[config.mk]
export PLATFORM = sky130hd
export DESIGN_NAME = cam_capture_flat
export DESIGN_NICKNAME = d
export VERILOG_FILES = /design/src/rtl/cam_capture_if.sv /design/src/rtl/cam_capture.sv /design/src/flat_wrapper.sv
export SDC_FILE = /design/constraint.sdc
export NUM_CORES = 1
export LEC_CHECK = 0
export ABC_AREA = 1
export ABC_CLOCK_PERIOD_IN_PS = 4070
export CORE_ASPECT_RATIO = 0.8
export CORE_MARGIN = 2
export CORE_UTILIZATION = 45
export DETAILED_ROUTE_END_ITERATION = 7
export DONT_BUFFER_PORTS = 1
export GPL_ROUTABILITY_DRIVEN = 0
export GPL_TIMING_DRIVEN = 0
export PLACE_DENSITY_LB_ADDON = 0.15
export SETUP_SLACK_MARGIN = 0.02
export SLEW_MARGIN = 0
export SYNTH_ARGS = -nofsm -noshare
export SYNTH_HDL_FRONTEND = slang
export SYNTH_SLANG_ARGS = --single-unit
[constraint.sdc]
create_clock -name pclk -period 4.07 [get_ports pclk]
set_input_delay 0.6105 -clock pclk [delete_from_list [all_inputs] [get_ports pclk]]
set_output_delay 0.6105 -clock pclk [all_outputs]
set_load 0.01 [all_outputs]
[src/rtl/cam_capture_if.sv]
// cam_capture_if: sensor byte bus plus pixel FIFO write port
// Ports (signals):
//   vsync, href, d[7:0] : sensor VSYNC, HREF and data byte
//   full                : FIFO full flag
//   datasave[7:0], wr   : RGB332 pixel and one-cycle write strobe to FIFO
// Modports: master = sensor/FIFO side, slave = capture block
interface cam_capture_if;
   logic       vsync;
   logic       href;
   logic [7:0] d;
   logic       full;
   logic [7:0] datasave;
   logic       wr;
   modport master(output vsync, href, d, full, input datasave, wr);
   modport slave(input vsync, href, d, full, output datasave, wr);
endinterface

[src/rtl/cam_capture.sv]
// cam_capture: RGB565 byte-stream capture, RGB332 packing and FIFO write with frame gating and length checks
// Ports:
//   pclk       : sensor pixel clock, all logic on the rising edge
//   reset      : synchronous active-low reset
//   enable     : level, capture frames while high
//   single     : sampled at frame start, capture one frame then go idle
//   bus        : sensor bus (vsync, href, d) and FIFO port (full, datasave, wr)
//   busy       : waiting for a frame or capturing
//   frame_done : one-cycle pulse at end of each captured frame
//   overflow   : sticky, a pixel was dropped on FIFO full
//   err        : sticky, bad line length, odd byte count or bad line count
//   frame_cnt  : captured frames, wraps
module cam_capture #(
   parameter int H_PIX   = 160,
   parameter int V_LINES = 120,
   parameter int CNT_W   = 9
) (
   input  logic              pclk,
   input  logic              reset,
   input  logic              enable,
   input  logic              single,
   cam_capture_if.slave      bus,
   output logic              busy,
   output logic              frame_done,
   output logic              overflow,
   output logic              err,
   output logic [7:0]        frame_cnt
);
   typedef enum logic [1:0] {IDLE, WAIT_FRAME, CAPTURE} state_t;
   state_t state, state_nx;
   logic vsync_q, href_q, phase, single_q;
   logic [7:0] hi;
   logic [CNT_W-1:0] col, line, line_nx;
   logic vs_fall, vs_rise, h_fall, cap, start;
   assign vs_fall = vsync_q & ~bus.vsync;
   assign vs_rise = ~vsync_q & bus.vsync;
   assign h_fall  = href_q & ~bus.href;
   assign cap     = state == CAPTURE;
   assign busy    = state != IDLE;
   assign start   = state == WAIT_FRAME && state_nx == CAPTURE;
   // line count including a line ending on this same edge, so a coincident
   // HREF fall is counted before the end-of-frame check
   assign line_nx = (h_fall && !(&line)) ? line + 1'b1 : line;
   always_ff @(posedge pclk) begin
      if (!reset) state <= IDLE;
      else        state <= state_nx;
   end
   always_comb begin
      state_nx = state;
      if (state == IDLE)            state_nx = enable ? WAIT_FRAME : IDLE;
      else if (state == WAIT_FRAME) state_nx = !enable ? IDLE : vs_fall ? CAPTURE : WAIT_FRAME;
      else if (vs_rise)             state_nx = (single_q || !enable) ? IDLE : WAIT_FRAME;
   end
   always_ff @(posedge pclk) begin
      if (!reset) begin
         vsync_q      <= 1'b0;
         href_q       <= 1'b0;
         phase        <= 1'b0;
         single_q     <= 1'b0;
         hi           <= '0;
         col          <= '0;
         line         <= '0;
         bus.wr       <= 1'b0;
         bus.datasave <= '0;
         frame_done   <= 1'b0;
         overflow     <= 1'b0;
         err          <= 1'b0;
         frame_cnt    <= '0;
      end else begin
         vsync_q    <= bus.vsync;
         href_q     <= bus.href;
         bus.wr     <= 1'b0;
         frame_done <= 1'b0;
         if (start) begin
            col      <= '0;
            line     <= '0;
            phase    <= 1'b0;
            single_q <= single;
         end
         if (cap) begin
            phase <= bus.href & ~phase;
            if (bus.href && !phase) hi <= bus.d;
            if (bus.href && phase) begin
               col <= (&col) ? col : col + 1'b1;
               if (bus.full) overflow <= 1'b1;
               else begin
                  bus.wr       <= 1'b1;
                  bus.datasave <= {hi[7:5], hi[2:0], bus.d[4:3]};
               end
            end
            // phase still 1 here means the line ended on an unpaired byte
            if (h_fall) begin
               if (col != CNT_W'(H_PIX) || phase) err <= 1'b1;
               col <= '0;
            end
            line <= line_nx;
            if (vs_rise) begin
               frame_done <= 1'b1;
               frame_cnt  <= frame_cnt + 1'b1;
               if (line_nx != CNT_W'(V_LINES)) err <= 1'b1;
            end
         end
      end
   end
endmodule

[src/flat_wrapper.sv]
// flat-port wrapper written by rule: the top's interface ports become plain ports
module cam_capture_flat 
#(
   parameter int H_PIX   = 160,
   parameter int V_LINES = 120,
   parameter int CNT_W   = 9
)
  (pclk, reset, enable, single, busy, frame_done, overflow, err, frame_cnt, bus_vsync, bus_href, bus_d, bus_full, bus_datasave, bus_wr);
  cam_capture_if bus_i ();
  input  logic pclk;
  input  logic reset;
  input  logic enable;
  input  logic single;
  output logic busy;
  output logic frame_done;
  output logic overflow;
  output logic err;
  output logic [7:0] frame_cnt;
  input wire logic [$bits(bus_i.vsync)-1:0] bus_vsync;
  input wire logic [$bits(bus_i.href)-1:0] bus_href;
  input wire logic [$bits(bus_i.d)-1:0] bus_d;
  input wire logic [$bits(bus_i.full)-1:0] bus_full;
  output wire logic [$bits(bus_i.datasave)-1:0] bus_datasave;
  output wire logic [$bits(bus_i.wr)-1:0] bus_wr;
  assign bus_i.vsync = bus_vsync;
  assign bus_i.href = bus_href;
  assign bus_i.d = bus_d;
  assign bus_i.full = bus_full;
  assign bus_datasave = bus_i.datasave;
  assign bus_wr = bus_i.wr;
  cam_capture #(.H_PIX(H_PIX), .V_LINES(V_LINES), .CNT_W(CNT_W)) u_core (.pclk(pclk), .reset(reset), .enable(enable), .single(single), .bus(bus_i), .busy(busy), .frame_done(frame_done), .overflow(overflow), .err(err), .frame_cnt(frame_cnt));
endmodule
==> results of run 1 <==
flip-flops by register name, indices dropped and copies added (netlist names):
signal,flops
u_core.state,2
u_core.bus.wr,1
u_core.frame_done,1
u_core.frame_cnt,8
u_core.bus.datasave,8
u_core.phase,1
u_core.line,9
u_core.href_q,1
u_core.err,1
u_core.overflow,1
u_core.col,9
u_core.single_q,1
u_core.hi,6
u_core.vsync_q,1
logic make-up after synthesis:
kind of cell	count (synthesis)
compound gates	66
xor+xnor	1
fa+ha+maj	6
buf+inv	48
flops	50
simple gates	188
power groups by stage:
| stage | clock (mW) | combinational, mW | sequential (mW) |
|---|---|---|---|
| finish | 0.316 | 0.0486 | 0.502 |
| CTS | 0.327 | 0.0492 | 0.502 |
| global placement | 0 | 0.0488 | 0.513 |
| detailed placement | 0 | 0.0489 | 0.513 |
| floorplan | 0 | 0.0367 | 0.512 |
| global route | 0.341 | 0.0558 | 0.503 |
area by class of cell:
class / instances / area [um^2] / area share
Inverter: 42 / 160 / 0.0611
Buffer: 6 / 27.5 / 0.0105
Sequential cell: 50 / 1000 / 0.382
Tap cell: 62 / 77.6 / 0.0296
Clock buffer: 6 / 82.6 / 0.0315
Clock inverter: 2 / 17.5 / 0.00668
Multi-Input combinational cell: 261 / 1260 / 0.479
how the worst min path moves through the flow:
| stage | end | start | cells after the start | slack [ps] |
|---|---|---|---|---|
| after floorplan | u_core.bus.datasave[2]$_SDFFE_PN0P_ | u_core.hi[0]$_SDFFE_PN0P_ | 2 | 450 |
| after global placement | u_core.bus.datasave[6]$_SDFFE_PN0P_ | u_core.hi[6]$_SDFFE_PN0P_ | 2 | 460 |
| after detailed placement | u_core.bus.datasave[3]$_SDFFE_PN0P_ | u_core.hi[1]$_SDFFE_PN0P_ | 2 | 470 |
| after CTS | u_core.vsync_q$_SDFF_PN0_ | bus_vsync | 2 | 380 |
| after global routing | u_core.href_q$_SDFF_PN0_ | bus_href | 2 | 400 |
| final | u_core.vsync_q$_SDFF_PN0_ | bus_vsync | 2 | 390 |
cells in the final DEF (no fill, tap or decap), types with 5 or more instances in the layout:
cell type  count
nor2_1        57
nand2_1       88
a21oi_1       24
ha_1           6
o21ai_1        6
clkbuf_8       6
inv_2          9
dfxtp_1       50
o21ai_0       25
inv_1         30
nand3_1       17
nor2_2         5
routing by layer:
layer,vias up,wire (um),track usage
met5,-,0,0
met4,0,70,0.0573
met3,7,299,0.0508
met2,42,2300,0.275
met1,985,2860,0.279
li1,1173,-,-
through the flow:
stage                     total power, mW  worst slack, ps  utilization  std cells
after floorplan                     0.549             2180            -        359
after global placement              0.562             1900        0.492        421
after detailed placement            0.562             1840        0.492        421
after CTS                           0.878             1820        0.512        429
after global routing                0.899             1570        0.512        429
final                               0.866             1830        0.512        429
==> impl_results.md, run 1 <==
* Worst Path Arrival at ~2400 ps
* P_leak at 1.05 nW
* Syn_area_per_cell at between 6 and 7 um^2
* Commonest cells post-synth: 88 x nand2_1, 57 x nor2_1, 50 x dfxtp_1, 30 x inv_1, 25 x o21ai_0
* Post CTS Setup Buffer Count at 0
* Post-synth top area cell: dfxtp_1
* Slew Limit Fails at 0
* Share of flip-flops with an asynchronous set or reset at 0
* Clock slew at reported path FFs at approximately 90 ps
* Drt pass-1 iters at 4
* Synth Area in XOR/XNOR at 0.00358
* Design Area, Final at 2620 um^2
* Netlist cell types at 32
* Critical Path Stages at 16
* Die W at 86.4 um
* CP endpoint kind: flip-flop
* Root buf cell: clkbuf_8
* Worst-Skew Late Latency at 310 ps
* Die area at 6040 um^2
* Cell mode on critical path: nand2_1
* Placed Instance Area at 2520 um^2
* Hold buffer count at cts at 0
* Fill count at 546
* Critical Path Fanout Max at 10
* Vias at approximately 2200
* Initial antenna violation count at 0
* Max-cap violations at 0
* Status: completed
* VDD IR max at 0.000178 V
* Initial Util at 0.477
* Cell Chain, Critical Path: ha_1 -> inv_1 -> nor3_2 -> nand2_1 -> nor2_1 -> ha_1 -> nor2_2 -> buf_4 -> nand3_1 -> nand2_1 -> nor2_1 -> nand2_1 -> nor2_1 -> nand2_1 -> nand2_1 -> nand2_1
* Relative slew slack at 0.564
* Worst Setup EP: u_core.err$_SDFFE_PN0P_
* Reg power frac at 0.579
* Fin Hold WS at 390 ps
* Sequential cell area fraction in the yosys report at 0.409
* Setup-failing EPs final at 0
* Most area-consuming cells after synthesis: dfxtp_1 41%, nand2_1 14%, nor2_1 8.8%
* Post-CTS sizing at 0
* Count leader, synth: nand2_1
* Hold crit path type: in2reg
* Core Footprint at 5120 um^2
* Combinational Power Share at 0.056
* Post-synthesis mux area share at 0
* Final Hold Fails at 0
* Die H at 69.9 um
* Number of buffers and inverters on the critical path at 2
* Net switching power figure at 0.218 mW
* WP data required at 4280 ps
* Crit path max-delay cell type: dfxtp_1
* RSZ-0062 raised after global routing: false
* Yosys top cell area share at 0.409
* Worst setup startpoint: u_core.line[1]$_SDFFE_PN0P_
* Post-Syn Area at approximately 2400 um^2
* Crit Path Class: reg2reg
* Post-detail-place hpwl at 3.88 mm
* Share of cells above drive strength 1 at 0.0926
* Internal at around 0.65 mW
* Worst reg2reg setup slack at 1830 ps
* Fmax at 447 MHz
* Post-route ant nets at 0
* Switching Share at 0.251
* Worst R2R Path Depth at 16
* Clock Sinks at 50
* Period utilization at 0.550
* Mapped Cells at 359
* Post-DR vias/cell at 5.14
* Synth Area in Compound Gates at 0.145
* Simple-gate share of the synthesized area at 0.334
* Vias in the first global route at 2036
* Clock power share at 0.365
* R2R Path End: u_core.err$_SDFFE_PN0P_
* Routed len/inst at 12.9 um
* Ys Warns at 0
* Top FF cell, synth: dfxtp_1
* PwrDens at between 300 and 400 nW/um^2
* TritonCTS Buffers at 5
* Post-synth EDFFs at 0
* Final setup skew at 3.79 ps
* Layout overhead on the synthesized area at 7.27%
* Post-route setup TNS at 0 ps
* ANT cells at 0
* DRC Markers at 0
* FP Rows at 23
* IO Count at 36
* Measured slew at the worst slew-check pin at between 600 and 700 ps
* H-Tree Depth at 2
* CP startpoint kind: flip-flop
* Adder-cell share of the synthesized area at 0.0307
* First-pass GRT wire length at 9.38 mm
* Minimum clock period at about 2200 ps
* Largest delay contributor family on the critical path: simple AND/OR/NAND/NOR gates
* Synth Register Bits at 50
* R2r startpoint: u_core.line[1]$_SDFFE_PN0P_
* Post-layout nets at roughly 390
* Mapped Nets at 380
* Slowest stage delay, CP at roughly 400 ps
* GRT Total Usage at 0.191
* Detailed Route WL at approximately 5.5 mm
* Gr ovfl total at 0
* Largest net degree at the start of global routing at 17
* CTS tree: built
* Clock Tree Buf Depth at 2
* Largest family of logic cells by synthesized area: simple AND/OR/NAND/NOR gates
* Starting DRC count in detailed routing at 110
* PortBufs at 0
Power figures use the tool's default switching activity.
==> run 2, diff against run 1 <==
Settings changed: ABC_AREA 1 to 0, ABC_CLOCK_PERIOD_IN_PS 4070 to 2100.
Clock period 4.07 ns to 2.1 ns, I/O delays scaled along.
==> run 2 against run 1 <==
  * The flow now finishes with violations (setup timing)
  * Clock power rose by 99%
  * Largest cell class unchanged
  * First-iteration DRC count rose by 9.1%
  * Hold slack got worse by 250 ps
  * Register-to-register slack got worse by 2000 ps
  * Combinational power rose by 30%
  * Area after synthesis rose by 7.2%
  * Count of clock-buffer cells in the layout rose by 1
  * Critical path depth fell by 4
  * Routed wire length rose by 20%
  * Critical endpoint is now u_core.line[6]$_SDFFE_PN0P_
==> impl_results.md, run 2 <==
* Status: finished with violations (was completed)
* Violated checks: setup timing
* Share of flip-flops with an asynchronous set or reset at 0 (unchanged)
* Initial Util at 0.474 (was 0.477)
* Cell mode on critical path: buf_4 (was nand2_1)
* Die W at 89.3 um (was 86.4 um)
* Met1 global-route usage at 0.317 (was 0.279)
* Switching Share at 0.222 (was 0.251)
* WP data required at 2350 ps (was 4280 ps)
* Relative slew slack at 0.607 (was 0.564)
* Crit Path Class: reg2reg (unchanged)
* VDD IR max at 0.000300 V (was 0.000178 V)
* ANT cells at 0 (unchanged)
* Clock slew at reported path FFs at 80 ps (was 90 ps)
* Syn_area_per_cell at 9.23 um^2 (was 6.81 um^2)
* Commonest non-fill, non-tap cell in the layout: dfxtp_1 (was nand2_1)
* Fmax at 447 MHz (about the same)
* Regs by FF count: u_core.col (9), u_core.line (9) (unchanged)
* Net switching power figure at 0.365 mW (was 0.218 mW)
* CTS tree: built (unchanged)
* Mapped Nets at 305 (was 380)
* Gr ovfl total at 0 (unchanged)
* Count leader, synth: dfxtp_1 (was nand2_1)
* Register area at 1020 um^2 (was 1000 um^2)
* Netlist cell types at 58 (was 32)
* TritonCTS Buffers at 5 (unchanged)
* Pre-CTS setup slack at -186 ps (was 1840 ps)
* Cell Chain, Critical Path: ha_4 -> nand3_4 -> buf_4 -> buf_4 -> buf_4 -> buf_4 -> buf_4 -> buf_4 -> buf_4 -> buf_4 -> o41ai_2 -> o311a_1 (was ha_1 -> inv_1 -> nor3_2 -> nand2_1 -> nor2_1 -> ha_1 -> nor2_2 -> buf_4 -> nand3_1 -> nand2_1 -> nor2_1 -> nand2_1 -> nor2_1 -> nand2_1 -> nand2_1 -> nand2_1)
* Measured slew at the worst slew-check pin at 585 ps (was 651 ps)
* Share of cells above drive strength 1 at 0.207 (was 0.0926)
* Hold crit path type: in2reg (unchanged)
* Minimum clock period at 2240 ps (about the same)
* Post-synth top area cell: dfxtp_1 (unchanged)
* Placed Instance Area at 2740 um^2 (was 2520 um^2)
* Post-route ant nets at 0 (unchanged)
* Non-Filler Instances at 387 (was 429)
* Max-cap violations at 0 (unchanged)
* GRT Total Usage at 0.212 (was 0.191)
* Fin Hold WS at 143 ps (was 390 ps)
* Largest net degree at the start of global routing at 16 (was 17)
* Final Hold Fails at 0 (unchanged)
* Synth Register Bits at 50 (unchanged)
* H-Tree Depth at 2 (unchanged)
* Commonest cells post-synth: 50 x dfxtp_1, 18 x nor2b_1, 16 x mux2i_1, 13 x and2_1, 12 x nand2_1 (was 88 x nand2_1, 57 x nor2_1, 50 x dfxtp_1, 30 x inv_1, 25 x o21ai_0)
* Post-layout nets at 329 (was 387)
* Clock Tree Buf Depth at 2 (unchanged)
* Die H at 72.3 um (was 69.9 um)
* Final worst slack at -137 ps (was 1830 ps)
* Reg power frac at 0.580 (was 0.579)
* IO Count at 36 (unchanged)
* Met3 GRT Util at 0.0501 (was 0.0508)
* Commonest cells after routing, fill and taps aside: 42 x dfxtp_1, 18 x nor2b_1, 16 x mux2i_1 (was 88 x nand2_1, 57 x nor2_1, 50 x dfxtp_1)
* Internal at 1.28 mW (was 0.648 mW)
* Routed len/inst at 17.1 um (was 12.9 um)
* Design Area, Final at 3110 um^2 (was 2620 um^2)
* Crit path max-delay cell type: dfxtp_4 (was dfxtp_1)
* Final setup skew at 5.75 ps (was 3.79 ps)
* Slew Limit Fails at 0 (unchanged)
* DRC Markers at 0 (unchanged)
* Clock power share at 0.381 (was 0.365)
* Core Footprint at 5530 um^2 (was 5120 um^2)
* Root buf cell: clkbuf_8 (unchanged)
* Cells after DPL at 362 (was 421)
* Worst Path Arrival at 2490 ps (was 2440 ps)
* CP startpoint kind: flip-flop (unchanged)
* Met2 Use GR at 0.302 (was 0.275)
* Post-Syn Area at 2620 um^2 (was 2440 um^2)
* Hold buffer count at cts at 0 (unchanged)
* First-pass GRT wire length at 10.6 mm (was 9.38 mm)
* Setup-failing EPs final at 3 (was 0)
* Mapped Cells at 284 (was 359)
* Worst-Skew Late Latency at 300 ps (was 310 ps)
* Top FF cell, synth: dfxtp_1 (unchanged)
* Post-DR vias/cell at 5.78 (was 5.14)
* Die area at 6450 um^2 (was 6040 um^2)
* Total Power at 1.65 mW (was 0.866 mW)
* Fill count at 515 (was 546)
* Post-synth EDFFs at 0 (unchanged)
* Drt pass-1 iters at 5 (was 4)
* Busiest grt layer: met1 (unchanged)
* Layout overhead on the synthesized area at 18.7% (was 7.27%)
* Critical Path Fanout Max at 2 (was 10)
* PortBufs at 0 (unchanged)
* Post-route setup TNS at -241 ps (was 0 ps)
* Clock Sinks at 50 (unchanged)
* FP Rows at 24 (was 23)
* CP endpoint kind: flip-flop (unchanged)
* Post-layout util at 0.563 (was 0.512)
* P_leak at 1.10 nW (was 1.05 nW)
* Period utilization at 1.07 (was 0.550)
* Area of the multi-input gates at 1620 um^2 (was 1260 um^2)
* PwrDens at 530 nW/um^2 (was 330 nW/um^2)
* Detailed Route WL at 6.62 mm (was 5.52 mm)
* Most area-consuming cells after synthesis: dfxtp_1 38%, mux2i_1 6.1%, nor2b_1 4.3% (was dfxtp_1 41%, nand2_1 14%, nor2_1 8.8%)
* Post-detail-place hpwl at 4.48 mm (was 3.88 mm)
* Slowest stage delay, CP at 370 ps (was 400 ps)
* Sequential cell area fraction in the yosys report at 0.382 (was 0.409)
* Ys Warns at 0 (unchanged)
* Yosys top cell area share at 0.382 (was 0.409)
* Combinational Power Share at 0.038 (was 0.056)
* Vias in the first global route at 2111 (was 2036)
* RSZ-0062 raised after global routing: true (was false)
* Initial antenna violation count at 0 (unchanged)
* Vias at 2237 (was 2207)
* Starting DRC count in detailed routing at 120 (was 110)
## run 2: cell types whose count changed after synthesis, sizes merged, moves of 7 or more
cell    previous run  this run
nand3             20         9
nor2              63         6
inv               40        11
nor2b              0        18
mux2i              0        16
o21ai             31        10
o21a               0         8
a21boi             0         7
and2               0        13
nand2             90        13
a21oi             24        10
## run 2: repair_timing
item / 4_1_cts / 5_1_grt
pin swaps: 5 / 8
setup endpoints to repair: 2 / 16
resized for setup: 5 / 28
hold endpoints to repair: 0 / 0
buffers inserted: 16 / 1
## run 2: logic make-up (layout without fill, tap and decap cells)
family / count (synthesis) / in the layout / synth area share
and+or+nand+nor: 110 / 110 / 0.269
AOI/OAI and AO/OA: 67 / 67 / 0.187
DFF: 50 / 50 / 0.382
buffers and inverters: 28 / 53 / 0.0487
muxes: 16 / 16 / 0.0611
xor gates and xnor gates: 7 / 7 / 0.0234
adders and majority gates: 6 / 6 / 0.0287
## run 2: cell type report
cell class | instances | area share
flip-flops and latches | 50 | 0.327
multi-input cells | 206 | 0.522
repair buffers | 17 | 0.0447
inverters | 11 | 0.0133
well taps | 78 | 0.0314
clock inverters | 1 | 0.00241
plain buffers | 17 | 0.0278
clock buffers | 7 | 0.0314
## run 2: layer usage
metal / routed length [um] / part of all wire / vias to the layer above
met5: 0 / 0 / -
met4: 110 / 0.017 / 0
met3: 473 / 0.072 / 12
met2: 2870 / 0.43 / 70
li1: - / - / 1102
met1: 3160 / 0.48 / 1053
## run 2: critical path, delay by kind of cell, from the launching register on
family / cells / cell delay [ps]
AOI/OAI and AO/OA: 2 / 570
adders and majority gates: 1 / 150
buffers and inverters: 8 / 1010
DFF: 1 / 370
and+or+nand+nor: 1 / 90
## run 2: final timing paths
check        slack, ps                           end  depth (start not counted)                    startpoint
max               -140   u_core.line[6]$_SDFFE_PN0P_                         12   u_core.line[1]$_SDFFE_PN0P_
min reg2reg        470  u_core.single_q$_SDFFE_PN0P_                          2  u_core.single_q$_SDFFE_PN0P_
max reg2reg       -140   u_core.line[6]$_SDFFE_PN0P_                         12   u_core.line[1]$_SDFFE_PN0P_
min                140     u_core.vsync_q$_SDFF_PN0_                          1                     bus_vsync
## run 2: power groups by stage
| stage | clock network [mW] | logic, mW | registers [mW] |
|---|---|---|---|
| global route | 0.676 | 0.0696 | 0.957 |
| detailed placement | 0 | 0.0586 | 0.978 |
| CTS | 0.649 | 0.0593 | 0.955 |
| floorplan | 0 | 0.0432 | 0.976 |
| global placement | 0 | 0.0580 | 0.978 |
| finish | 0.628 | 0.0633 | 0.955 |
